$ cat config.mk
export PLATFORM = sky130hd
export DESIGN_NAME = tx_ctrl
export DESIGN_NICKNAME = d
export VERILOG_FILES = /design/src/rtl/tx_ctrl.sv
export SDC_FILE = /design/constraint.sdc
export NUM_CORES = 1
export LEC_CHECK = 0
export ABC_AREA = 1
export BUFFER_PORTS_ARGS = -buffer_cell sky130_fd_sc_hd__buf_2
export CORE_ASPECT_RATIO = 0.75
export CORE_MARGIN = 1.5
export CORE_UTILIZATION = 50
export DETAILED_ROUTE_END_ITERATION = 8
export PLACE_DENSITY = 0.71
export SKIP_LAST_GASP = 1
export SLEW_MARGIN = 25
export SYNTH_ARGS = -nofsm -noshare
export SYNTH_HDL_FRONTEND = slang
export SYNTH_SLANG_ARGS = --single-unit
export TNS_END_PERCENT = 1
$ cat constraint.sdc
create_clock -name ck -period 3 [get_ports ck]
set_input_delay 0.3 -clock ck [delete_from_list [all_inputs] [get_ports ck]]
set_output_delay 0.3 -clock ck [all_outputs]
set_load 0.1 [all_outputs]
$ cat src/rtl/tx_ctrl.sv
// rtl/tx_ctrl.sv - CPU-side FIFO and send/busy sequencer for the serial tx transmitter
//
// Ports:
//   ck, rst          clock (rising edge), asynchronous active-low reset
//   address, dataW   CPU bus address and write data
//   ce, weCPU        CPU bus cycle enable and write enable
//   stat             status word {8'h0, count, tmo, ovf, full, active}
//   sel              address decodes to this block (data or status register)
//   send, palavra    one-cycle start pulse and registered word to tx
//   busy             transmitter busy from tx
module tx_ctrl #(
    parameter int             DEPTH        = 4,
    parameter int             WIDTH        = 16,
    parameter logic [7:0]     ADDR_DATA    = 8'hFF,
    parameter logic [7:0]     ADDR_STAT    = 8'hFE,
    parameter int             BUSY_TIMEOUT = 7
) (
    input  logic             ck,
    input  logic             rst,
    input  logic [7:0]       address,
    input  logic [WIDTH-1:0] dataW,
    input  logic             ce,
    input  logic             weCPU,
    output logic [15:0]      stat,
    output logic             sel,
    output logic             send,
    output logic [WIDTH-1:0] palavra,
    input  logic             busy
);

    localparam int PTR_W = $clog2(DEPTH);
    localparam int CNT_W = PTR_W + 1;
    localparam int TMO_W = $clog2(BUSY_TIMEOUT + 1);

    typedef enum logic [1:0] {IDLE, LOAD, WAIT_HI, WAIT_LO} state_t;

    state_t             state_q, state_d;
    logic [WIDTH-1:0]   mem_q [DEPTH];
    logic [WIDTH-1:0]   mem_d [DEPTH];
    logic [PTR_W-1:0]   wr_ptr_q, wr_ptr_d;
    logic [PTR_W-1:0]   rd_ptr_q, rd_ptr_d;
    logic [CNT_W-1:0]   count_q, count_d;
    logic [WIDTH-1:0]   palavra_q, palavra_d;
    logic               ovf_q, ovf_d;
    logic               tmo_q, tmo_d;
    logic [TMO_W-1:0]   tmo_cnt_q, tmo_cnt_d;

    logic               push_req, ctrl_wr, full, pop, push_ok, tmo_set;
    logic [3:0]         count4;

    assign push_req = ce & weCPU & (address == ADDR_DATA);
    assign ctrl_wr  = ce & weCPU & (address == ADDR_STAT);
    assign full     = (count_q == CNT_W'(DEPTH));
    assign pop      = (state_q == IDLE) && (count_q != '0) && !busy;
    // A full FIFO still accepts a push when the head leaves in the same cycle.
    assign push_ok  = push_req && (!full || pop);

    // Sequencer: pop into palavra, pulse send, then follow the busy handshake.
    always_comb begin
        state_d   = state_q;
        tmo_cnt_d = tmo_cnt_q;
        palavra_d = palavra_q;
        tmo_set   = 1'b0;
        case (state_q)
            IDLE: begin
                if (pop) begin
                    palavra_d = mem_q[rd_ptr_q];
                    state_d   = LOAD;
                end
            end
            LOAD: begin
                tmo_cnt_d = '0;
                state_d   = WAIT_HI;
            end
            WAIT_HI: begin
                if (busy) begin
                    state_d = WAIT_LO;
                end else begin
                    tmo_cnt_d = tmo_cnt_q + TMO_W'(1);
                    // tx never acknowledged: give up on this word.
                    if (tmo_cnt_d == TMO_W'(BUSY_TIMEOUT)) begin
                        tmo_set = 1'b1;
                        state_d = IDLE;
                    end
                end
            end
            WAIT_LO: begin
                if (!busy) begin
                    state_d = IDLE;
                end
            end
            default: state_d = IDLE;
        endcase
    end

    // FIFO storage, pointers, occupancy and sticky flags.
    always_comb begin
        mem_d    = mem_q;
        wr_ptr_d = wr_ptr_q;
        rd_ptr_d = rd_ptr_q;
        count_d  = count_q;
        ovf_d    = ovf_q;
        tmo_d    = tmo_q;
        if (push_ok) begin
            mem_d[wr_ptr_q] = dataW;
            wr_ptr_d        = wr_ptr_q + PTR_W'(1);
        end
        if (pop) begin
            rd_ptr_d = rd_ptr_q + PTR_W'(1);
        end
        case ({push_ok, pop})
            2'b10:   count_d = count_q + CNT_W'(1);
            2'b01:   count_d = count_q - CNT_W'(1);
            default: count_d = count_q;
        endcase
        // Clears first so a same-cycle set takes priority.
        if (ctrl_wr && dataW[2]) ovf_d = 1'b0;
        if (ctrl_wr && dataW[3]) tmo_d = 1'b0;
        if (push_req && full && !pop) ovf_d = 1'b1;
        if (tmo_set) tmo_d = 1'b1;
    end

    always_ff @(posedge ck or negedge rst) begin
        if (!rst) begin
            state_q   <= IDLE;
            for (int i = 0; i < DEPTH; i++) mem_q[i] <= '0;
            wr_ptr_q  <= '0;
            rd_ptr_q  <= '0;
            count_q   <= '0;
            palavra_q <= '0;
            ovf_q     <= 1'b0;
            tmo_q     <= 1'b0;
            tmo_cnt_q <= '0;
        end else begin
            state_q   <= state_d;
            mem_q     <= mem_d;
            wr_ptr_q  <= wr_ptr_d;
            rd_ptr_q  <= rd_ptr_d;
            count_q   <= count_d;
            palavra_q <= palavra_d;
            ovf_q     <= ovf_d;
            tmo_q     <= tmo_d;
            tmo_cnt_q <= tmo_cnt_d;
        end
    end

    assign count4  = 4'(count_q);
    assign stat    = {8'h00, count4, tmo_q, ovf_q, full, (state_q != IDLE) || (count_q != '0)};
    assign sel     = (address == ADDR_DATA) || (address == ADDR_STAT);
    assign send    = (state_q == LOAD);
    assign palavra = palavra_q;

endmodule

==> flow_summary.toml <==
[drt]
drtIter0Drc = 296
first_pass_iters = 4
vias = 4120
routed_via_density = 5.501
drtAntennaViolNets = 0
wl_per_cell_um = 15.41
drcViolationCount = 0
drt-total-wl_um = 11540

[sta]
finalHoldViolCount = 0
setup_violations = 0
finalMaxSlewViolations = 0
min_period_over_period = 0.7770
tightest_slew_ns = 0.9671
max_slew_margin = 0.3513
min_period_ns = 2.331
rsz0062_at_grt = "false"
setup_tns_ns = 0
clock_skew_ns = 0.007263
fmax_ghz = 0.4290

[synthesis]
synthTopCellsByArea = "dfrtp_1 (49%), nand2_1 (16%), nand4_1 (8.7%), o21ai_0 (5.4%), nor2_1 (4.5%)"
synth_fa_ha_area_frac = 0.02261
synth_top_family_by_area = "simple AND/OR/NAND/NOR gates"
synth_top_area_frac = 0.4943
synth_edf_count = 0
synthSimpleGateAreaFrac = 0.3379
synth.most_common_cell = "nand2_1"
yosysSeqAreaShare = 0.4943
synth_flop_cell = "dfrtp_1"
synth.avg_cell_area_um2 = 8.190
netlist_area_um2 = 4758
yosysWarnings = 0
syn_inst = 581
synth_cell_types = 28
yosys-mux-area-fraction = 0
synthXorXnorAreaFrac = 0.007363
synth_common_cells = "nand2_1 (209), dfrtp_1 (94), nand4_1 (66), nor2_1 (57), o21ai_0 (51)"
yosys.area.top_type = "dfrtp_1"
synth_compound_area_frac = 0.05785
async_flop_share = 1.000
synth_seq_cells = 94

[layout]
register_area_um2 = 2352
drive_above_1_share = 0.1465
finish.utilization = 0.5781
antenna_cells = 0
fillers = 868
nets = 653
syn2layout_area_growth_pct = 11.28
multi_input_area_um2 = 2059

[setup_path]
crit_arrival_ns = 2.55
critPathTopFamily = "adder cells"
slowest_delay_ns = 0.43
crit_cells = 9
cp_slowest_cell = "dfrtp_1"
critPathKind = "reg2reg"
r2r_cells = 9
startpoint = "state_q[0]"
critical_path_required_ns = 3.22
reg2reg_to = "count_q[2]"
cp_cell_sequence = "nor2_2 > nand3_2 > inv_2 > ha_1 > inv_1 > fa_1 > a21oi_1 > o21ai_0 > xor2_1"
endpoint_kind = "flop"
startpoint_type = "flop"
reg2reg_from = "state_q[0]"
endpoint = "count_q[2]"
r2r_setup_slack_ns = 0.67
cp_max_fo = 18
critical_path_buf_inv_count = 2

[clock_tree]
cts_tree = "built"
clk_latency_ns = 0.35
ctsResizeCount = 0
htreeDepth = 3
clkSinkCount = 94
cts_buffers = 9
clockBufferDepth = 2
cts_setup_buffers = 0
cts_root_buf = "clkbuf_16"
cts_hold_buf = 1
clk_pin_slew_ns = 0.07

[die]
fp-row-count = 30
die_y_um = 87.49
coreArea_um2 = 9159
dieArea_um2 = 10120
fp.dieW_um = 115.6
start_util = 0.5195
ios = 63

[place]
portBuffers = 53
routabilityCongestion = 0.7763
place_hpwl_um = 7084

[global_routing]
antenna_found_initial = 0
grt_max_degree = 71
grt_overflow_total = 0
grt_pass1_wl_um = 19150
grt_pass1_vias = 3973
track_usage = 0.2468

[hold_path]
whs_path_depth = 3
min_path_type = "in2reg"

[run]
maxCapViolCount = 0

[power]
p_per_area_nw_per_um2 = 982.8
cellLeakagePower_nw = 2.867
max-vdd-ir-drop_v = 0.0008908

[run_status]
status = "complete, no violations"
flip-flops by register name, summed over array words and instances (netlist names):
register	cells
tmo_q	1
mem_q	64
ovf_q	1
count_q	3
rd_ptr_q	2
state_q	2
palavra	16
tmo_cnt_q	3
wr_ptr_q	2
per-layer routing:
metal / vias to the layer above / part of all wire / GRT usage
met2: 154 / 0.46 / 0.4067
li1: 1963 / - / -
met3: 15 / 0.072 / 0.05150
met1: 1988 / 0.45 / 0.3312
met4: 0 / 0.014 / 0.07317
met5: - / 0 / 0
area by class of cell:
cell class	count	share of cell area
inverter	17	0.01205
clock inverter	5	0.01111
timing repair buffer	66	0.06947
clock buffer	11	0.04395
multi-input combinational	428	0.3889
tap	128	0.03025
sequential	94	0.4442
worst register-to-register path, delay by kind of cell (launching register included):
family          cells  cell delay (ns)
compound gates      2             0.31
buf+inv             2             0.39
fa+ha+maj           2             0.61
simple gates        2             0.31
xor+xnor            1             0.16
flops               1             0.43
worst min-delay path by stage:
stage	start	endpoint	slack, ns
after CTS	dataW[10]	mem_q[42]	0.24
final	dataW[10]	mem_q[42]	0.24
after detailed placement	rst	palavra[1]	0.33
after floorplan	rst	count_q[0]	0.004
after global placement	rst	palavra[1]	0.33
after global routing	dataW[10]	mem_q[42]	0.24
cell families (layout without fill, tap and decap cells):
kind of cell               count (synthesis)  count (layout)
buffers and inverters                     67              99
xor gates and xnor gates                   4               4
DFF                                       94              94
adders and majority gates                  8               8
AOI/OAI and AO/OA                         55              55
other                                      1               9
and+or+nand+nor                          352             352
metrics by stage:
stage | setup WS, ns | std cells | area [um2] | power [mW] | hold WS, ns
2_1_floorplan | 0.1204 | 589 | 4788 | 3.667 | 0.004409
3_3_place_gp | 0.8306 | 732 | 4994 | 4.036 | 0.3259
3_5_place_dp | 0.6628 | 732 | 4994 | 4.085 | 0.3271
4_1_cts | 0.6497 | 749 | 5295 | 5.223 | 0.2386
5_1_grt | 0.5504 | 749 | 5295 | 5.502 | 0.2436
6_report | 0.6689 | 749 | 5295 | 5.204 | 0.2428
report_power, final:
| group | internal [mW] | switching [mW] |
|---|---|---|
| Sequential | 1.45 | 0.125 |
| Clock | 0.648 | 0.480 |
| Combinational | 0.460 | 2.05 |
cells in the final DEF (no fill, tap or decap), types with 2 or more instances in the layout:
cell,n
inv_1,15
clkinvlp_4,2
clkbuf_1,2
a21oi_1,2
clkbuf_16,9
xor2_1,3
buf_2,52
nand3_1,9
o21ai_1,2
nand2_1,209
dfrtp_1,94
conb_1,9
o21ai_0,51
nand3_4,4
nand4_1,66
buf_4,13
nor2_1,57
ha_1,7
Note: power is estimated with default switching activity, not from simulation.
